$ cat config.mk
export PLATFORM = sky130hd
export DESIGN_NAME = pwl_act_pipe
export DESIGN_NICKNAME = d
export VERILOG_FILES = /design/src/rtl/pwl_pkg.sv /design/src/rtl/pwl_act_pipe_seg_sel.sv /design/src/rtl/pwl_act_pipe.sv
export SDC_FILE = /design/constraint.sdc
export NUM_CORES = 2
export LEC_CHECK = 0
export ABC_AREA = 1
export CAP_MARGIN = 20
export CORE_MARGIN = 3
export CORE_UTILIZATION = 30
export DETAILED_ROUTE_END_ITERATION = 12
export MAX_ROUTING_LAYER = met4
export PLACE_DENSITY = 0.47
export SKIP_CTS_REPAIR_TIMING = 1
export SYNTH_ARGS = -nofsm -noshare
export SYNTH_HDL_FRONTEND = slang
export SYNTH_SLANG_ARGS = --single-unit
$ cat constraint.sdc
create_clock -name clk -period 26.1 [get_ports clk]
set_clock_uncertainty 0.15 [all_clocks]
set_input_delay 5.22 -clock clk [delete_from_list [all_inputs] [get_ports clk]]
set_output_delay 5.22 -clock clk [all_outputs]
set_load 0.05 [all_outputs]
$ cat src/rtl/pwl_pkg.sv
// Shared types for the piecewise-linear activation unit: table entry, reset entry, saturation.
// Latency: n/a (types and a pure function only).
// Backpressure: n/a.
package pwl_pkg;

    localparam int PWL_DATA_W  = 16;
    localparam int PWL_SHIFT_W = 4;

    // One segment of the table: y = sat(((x - bp) >>> shift) + bias), or 0 when zero is set.
    typedef struct packed {
        logic signed [PWL_DATA_W-1:0]  bp;
        logic        [PWL_SHIFT_W-1:0] shift;
        logic signed [PWL_DATA_W-1:0]  bias;
        logic                          zero;
    } pwl_entry_t;

    // Reset entry matches every x and forces 0, so an unloaded unit outputs 0.
    localparam pwl_entry_t PWL_ENTRY_RST = '{
        bp:    {1'b1, {(PWL_DATA_W-1){1'b0}}},
        shift: '0,
        bias:  '0,
        zero:  1'b1
    };

    // Clamp a DATA_W+2 bit signed sum into the DATA_W signed range.
    function automatic logic signed [PWL_DATA_W-1:0] pwl_sat(input logic signed [PWL_DATA_W+1:0] r);
        logic signed [PWL_DATA_W+1:0] max_v;
        logic signed [PWL_DATA_W+1:0] min_v;
        max_v = {3'b000, {(PWL_DATA_W-1){1'b1}}};
        min_v = {3'b111, {(PWL_DATA_W-1){1'b0}}};
        if (r > max_v) begin
            return {1'b0, {(PWL_DATA_W-1){1'b1}}};
        end else if (r < min_v) begin
            return {1'b1, {(PWL_DATA_W-1){1'b0}}};
        end
        return r[PWL_DATA_W-1:0];
    endfunction

endpackage

$ cat src/rtl/pwl_act_pipe_seg_sel.sv
// Segment select: SEG_N-way signed compare of x against every breakpoint, highest matching index wins.
// Latency: combinational.
// Backpressure: none; pure function of its inputs.
module pwl_seg_sel
    import pwl_pkg::*;
#(
    parameter int DATA_W = PWL_DATA_W,
    parameter int SEG_N  = 16,
    parameter int IDX_W  = $clog2(SEG_N)
) (
    input  logic signed [DATA_W-1:0]            x_i,
    input  logic        [SEG_N-1:0][DATA_W-1:0] bp_i,
    output logic        [IDX_W-1:0]             seg_o
);

    // Ascending scan so a later (higher) match overrides; no match falls back to segment 0.
    always_comb begin
        seg_o = '0;
        for (int i = 0; i < SEG_N; i++) begin
            if (x_i >= $signed(bp_i[i])) begin
                seg_o = IDX_W'(i);
            end
        end
    end

endmodule

$ cat src/rtl/pwl_act_pipe.sv
// Programmable piecewise-linear activation: select segment, subtract/shift, add bias and saturate.
// Latency: 3 cycles accept-to-out_valid, 1 sample/cycle.
// Backpressure: whole pipe stalls when out_valid && !out_ready; in_ready follows out_ready combinationally.
// DATA_W and SHIFT_W must equal the package widths since the table entry type comes from pwl_pkg.
module pwl_act_pipe
    import pwl_pkg::*;
#(
    parameter int DATA_W  = PWL_DATA_W,
    parameter int SEG_N   = 16,
    parameter int SHIFT_W = PWL_SHIFT_W
) (
    input  logic                       clk,
    input  logic                       rst,
    input  logic                       in_valid,
    output logic                       in_ready,
    input  logic [DATA_W-1:0]          in_x,
    output logic                       out_valid,
    input  logic                       out_ready,
    output logic [DATA_W-1:0]          out_y,
    input  logic                       cfg_we,
    input  logic [$clog2(SEG_N)-1:0]   cfg_addr,
    input  logic [DATA_W-1:0]          cfg_bp,
    input  logic [SHIFT_W-1:0]         cfg_shift,
    input  logic [DATA_W-1:0]          cfg_bias,
    input  logic                       cfg_zero
);

    localparam int IDX_W = $clog2(SEG_N);

    pwl_entry_t                    tbl_q [SEG_N];
    logic [SEG_N-1:0][DATA_W-1:0]  bp_vec;
    logic [IDX_W-1:0]              sel;
    logic                          en;

    logic                          v1_q, v2_q, v3_q;
    logic signed [DATA_W-1:0]      x1_q;
    pwl_entry_t                    e1_q;
    logic signed [DATA_W:0]        d2;
    logic signed [DATA_W:0]        s2_d, s2_q;
    logic signed [DATA_W-1:0]      bias2_q;
    logic                          zero2_q;
    logic signed [DATA_W+1:0]      r3;
    logic signed [DATA_W-1:0]      y3_d, y3_q;

    assign en        = !v3_q || out_ready;
    assign in_ready  = en;
    assign out_valid = v3_q;
    assign out_y     = y3_q;

    // Flatten breakpoints for the comparator bank.
    always_comb begin
        bp_vec = '0;
        for (int i = 0; i < SEG_N; i++) begin
            bp_vec[i] = tbl_q[i].bp;
        end
    end

    pwl_seg_sel #(
        .DATA_W (DATA_W),
        .SEG_N  (SEG_N),
        .IDX_W  (IDX_W)
    ) u_seg_sel (
        .x_i   ($signed(in_x)),
        .bp_i  (bp_vec),
        .seg_o (sel)
    );

    // Table write; S1 samples the old contents on the same edge, so in-flight samples are unaffected.
    always_ff @(posedge clk or posedge rst) begin
        if (rst) begin
            for (int i = 0; i < SEG_N; i++) begin
                tbl_q[i] <= PWL_ENTRY_RST;
            end
        end else if (cfg_we) begin
            tbl_q[cfg_addr] <= '{bp: cfg_bp, shift: cfg_shift, bias: cfg_bias, zero: cfg_zero};
        end
    end

    // S2 and S3 datapath: widened subtract, arithmetic shift, widened add, clamp.
    always_comb begin
        d2   = {x1_q[DATA_W-1], x1_q} - {e1_q.bp[DATA_W-1], e1_q.bp};
        s2_d = d2 >>> e1_q.shift;
        r3   = {s2_q[DATA_W], s2_q} + {{2{bias2_q[DATA_W-1]}}, bias2_q};
        y3_d = zero2_q ? '0 : pwl_sat(r3);
    end

    // Stage valid bits shift together on the global advance; reset drops everything in flight.
    always_ff @(posedge clk or posedge rst) begin
        if (rst) begin
            v1_q <= 1'b0;
            v2_q <= 1'b0;
            v3_q <= 1'b0;
        end else if (en) begin
            v1_q <= in_valid;
            v2_q <= v1_q;
            v3_q <= v2_q;
        end
    end

    // Stage data registers; holding on !en keeps out_y stable under backpressure.
    always_ff @(posedge clk or posedge rst) begin
        if (rst) begin
            x1_q    <= '0;
            e1_q    <= PWL_ENTRY_RST;
            s2_q    <= '0;
            bias2_q <= '0;
            zero2_q <= 1'b1;
            y3_q    <= '0;
        end else if (en) begin
            x1_q    <= $signed(in_x);
            e1_q    <= tbl_q[sel];
            s2_q    <= s2_d;
            bias2_q <= e1_q.bias;
            zero2_q <= e1_q.zero;
            y3_q    <= y3_d;
        end
    end

endmodule
==> results.py <==
metrics = {
    "run_status": {
        "status": "completed",
    },
    "floorplanning": {
        "start_util": 0.3033,
        "die_area_um2": 140100,
        "dieHeight_um": 374.2,
        "fp-row-count": 134,
        "io_pins": 80,
        "core_area_um2": 134100,
        "die_x_um": 374.2,
    },
    "power_and_ir_drop": {
        "totalPowerFinal_w": 0.004946,
        "ir_drop_uv": 68.51,
        "powerDensity_nw_per_um2": 108.4,
        "power_leakage_nw": 22.18,
    },
    "synth": {
        "yosysTopAreaCellShare": 0.4078,
        "yosys-top-cells-area": "dfrtp_1, nand2_1, nand3_1",
        "synth_ff_type": "dfrtp_1",
        "synth_edf_count": 0,
        "ys_ff_latch": 698,
        "postSynthCellCount": 5423,
        "synth-seq-area-share": 0.4304,
        "yosysMostFrequentCell": "nand2_1",
        "yosys_warnings": 0,
        "netlist_area_um2": 40680,
        "mappedNetlistNets": 5760,
        "synth_top_area_cell": "dfrtp_1",
        "synth_area_per_cell_um2": 7.502,
        "async_reset_ff_frac": 1.000,
        "synth_cell_type_count": 50,
        "ys_top_cells_by_count": "nand2_1, nand3_1, inv_1, o21ai_0, dfrtp_1",
    },
    "cells_and_area": {
        "register_area_um2": 17510,
        "drive_gt1_frac": 0.04963,
        "syn2layout_area_growth_pct": 12.18,
        "multi_input_area_um2": 19220,
        "stdcell_count": 7136,
        "fillers": 14410,
        "layout.nets": 5633,
    },
    "cts": {
        "clk_path_buf_depth": 3,
        "root_buffer": "clkbuf_16",
        "cts.reportedPaths.clkPinSlew_ns": 0.06,
        "cts_tree": "built",
        "numCtsBuffers": 80,
        "clk_latency_ns": 0.69,
        "htree_levels": 3,
        "numClockSinks": 698,
    },
    "timing": {
        "holdWs_ns": 0.3203,
        "hold_violations": 0,
        "rsz0062_at_grt": "false",
        "tightestPinTransition_ns": 1.142,
        "slew_headroom": 0.2385,
        "layout_min_cycle_time_ns": 13.40,
        "maxSlewViolCount": 0,
        "fmax_mhz": 74.64,
        "finalCritPeriodShare": 0.5133,
        "setup-tns-final_ns": 0,
        "setup_viol_count_final": 0,
        "fin_ws_ns": 12.70,
    },
    "placed_design": {
        "post-place-ws_ns": 12.64,
        "place_inst": 6981,
        "port_buffers": 79,
        "hpwl_mm": 86.72,
        "routabilityCongestion": 0.8853,
    },
    "worst_setup_path": {
        "crit_arrival_ns": 8.03,
        "cp_slowest_cell": "clkdlybuf4s50_1",
        "crit_type": "in -> out",
        "critPathCaptureType": "output pin",
        "critical-path-max-stage-delay_ns": 0.93,
        "path_cells": "clkdlybuf4s50_1 > nor2_4 > clkinv_2 > clkdlybuf4s50_1",
        "rrSetupSlack_ns": 19.62,
        "ff2ff_path_depth": 25,
        "required_ns": 20.73,
        "worstSetupStartpointType": "primary input",
        "cp_max_fo": 39,
        "timing.rr.start": "bp_vec[143]",
        "path_common_cell": "clkdlybuf4s50_1",
        "r2r-end": "e1_q[8]",
    },
    "global_routing": {
        "grt_antenna_before_repair": 12,
        "grt_pass1_wl_mm": 218.9,
        "grt_overflow": 0,
        "grt_max_degree": 166,
        "grt_util_all_layers": 0.2094,
        "grt_pass1_vias": 33670,
    },
    "route": {
        "firstDrtPassIters": 5,
        "drtAntennaViolNets": 0,
        "viasPerCell": 4.998,
        "routed_wl_mm": 144.1,
        "drt_iter0_markers": 3485,
        "drc": 0,
        "via_count": 35660,
        "wl_per_cell_um": 20.20,
    },
    "job": {
        "max-cap-violations": 0,
    },
    "min_path": {
        "holdPathStages": 1,
        "holdCritStartpoint": "v2_q",
        "min_to": "out_valid",
        "hold_class": "reg -> reg",
    },
}
[worst max-delay path by stage]
stage | start | to | slack, ns | cells after the start
global route | out_ready | in_ready | 12.47 | 4
finish | out_ready | in_ready | 12.70 | 4
floorplan | rst | bias2_q[0] | 1.21 | 1
CTS | out_ready | in_ready | 12.64 | 4
detailed placement | out_ready | in_ready | 12.64 | 4
global placement | out_ready | in_ready | 12.65 | 4
[placed cells by master (no fill, tap or decap), types with 4 or more instances in the layout]
cell type,Yosys,layout
buf_4,4,54
clkbuf_16,0,80
inv_1,686,683
dfrtp_1,663,663
nor2_4,0,6
xor2_1,24,24
o21ai_1,20,20
a211oi_1,4,4
nand4_1,22,22
o21bai_2,4,4
a21o_1,4,4
or2_2,7,7
nor2_1,121,115
xnor2_1,7,7
nand3b_1,25,25
clkbuf_1,231,20
nor3_1,27,24
nand3_1,804,799
o21a_1,12,12
diode_2,0,8
ha_1,273,273
o211ai_1,16,16
a21oi_1,141,141
inv_6,0,4
nand3_4,0,5
buf_12,0,5
o21bai_1,12,12
clkbuf_8,0,20
o21ai_0,666,666
bufinv_16,0,6
dfstp_2,35,35
clkdlybuf4s50_1,0,79
nor4_1,8,8
clkinv_2,0,14
a31oi_1,6,6
nand2_1,1459,1454
[sequential cells by signal (all words and copies together), names as in the netlist]
register,cells
bias2_q,16
v1_q,1
out_y,16
e1_q,37
v2_q,1
out_valid,1
tbl_q,336
zero2_q,1
bp_vec,256
x1_q,16
s2_q,17
[power by group]
part / internal (W) / switching [W] / leakage (nW) / total (W)
sequential: 0.00137 / 0.000144 / 8.52 / 0.00152
combinational: 0.000703 / 0.00154 / 12.3 / 0.00224
clock: 0.000689 / 0.000497 / 1.35 / 0.00119
total: 0.00277 / 0.00218 / 22.2 / 0.00495
[kinds of logic (layout without fill, tap and decap cells)]
| kind of cell | after synthesis | in the layout | share of synthesized area |
|---|---|---|---|
| compound gates | 900 | 900 | 0.1159 |
| xor+xnor | 31 | 31 | 0.006674 |
| fa+ha+maj | 275 | 275 | 0.08495 |
| buf+inv | 1039 | 976 | 0.1019 |
| flops | 698 | 698 | 0.4304 |
| mux | 1 | 1 | 0.0002461 |
| other cells | 0 | 8 | 0 |
| simple gates | 2479 | 2479 | 0.2599 |
[worst max-delay path: cells and delay by family]
family	cells	cell delay [ns]
and+or+nand+nor	1	0.66
buffers and inverters	3	2.13
[layer usage]
layer	wire length (µm)	track usage	vias up
met3	7859	0.02187	148
met2	65380	0.3247	940
met1	68200	0.2941	17280
met4	2674	0.04896	0
met5	0	-	-
li1	-	-	17300
[layout make-up]
class / instances / area share
antenna: 8 / 0.0004387
clock buffer: 120 / 0.05155
clock inverter: 26 / 0.008390
inverter: 691 / 0.05717
multi-input combinational: 3686 / 0.4213
sequential: 698 / 0.3837
tap: 1768 / 0.04847
timing repair buffer: 139 / 0.02901
[through the flow]
stage                       util  area [µm²]
after floorplan                -       40680
final                     0.3402       45640
after global placement    0.3193       42830
after CTS                 0.3399       45590
after detailed placement  0.3195       42850
after global routing      0.3402       45630
(Power assumes the default switching activity.)
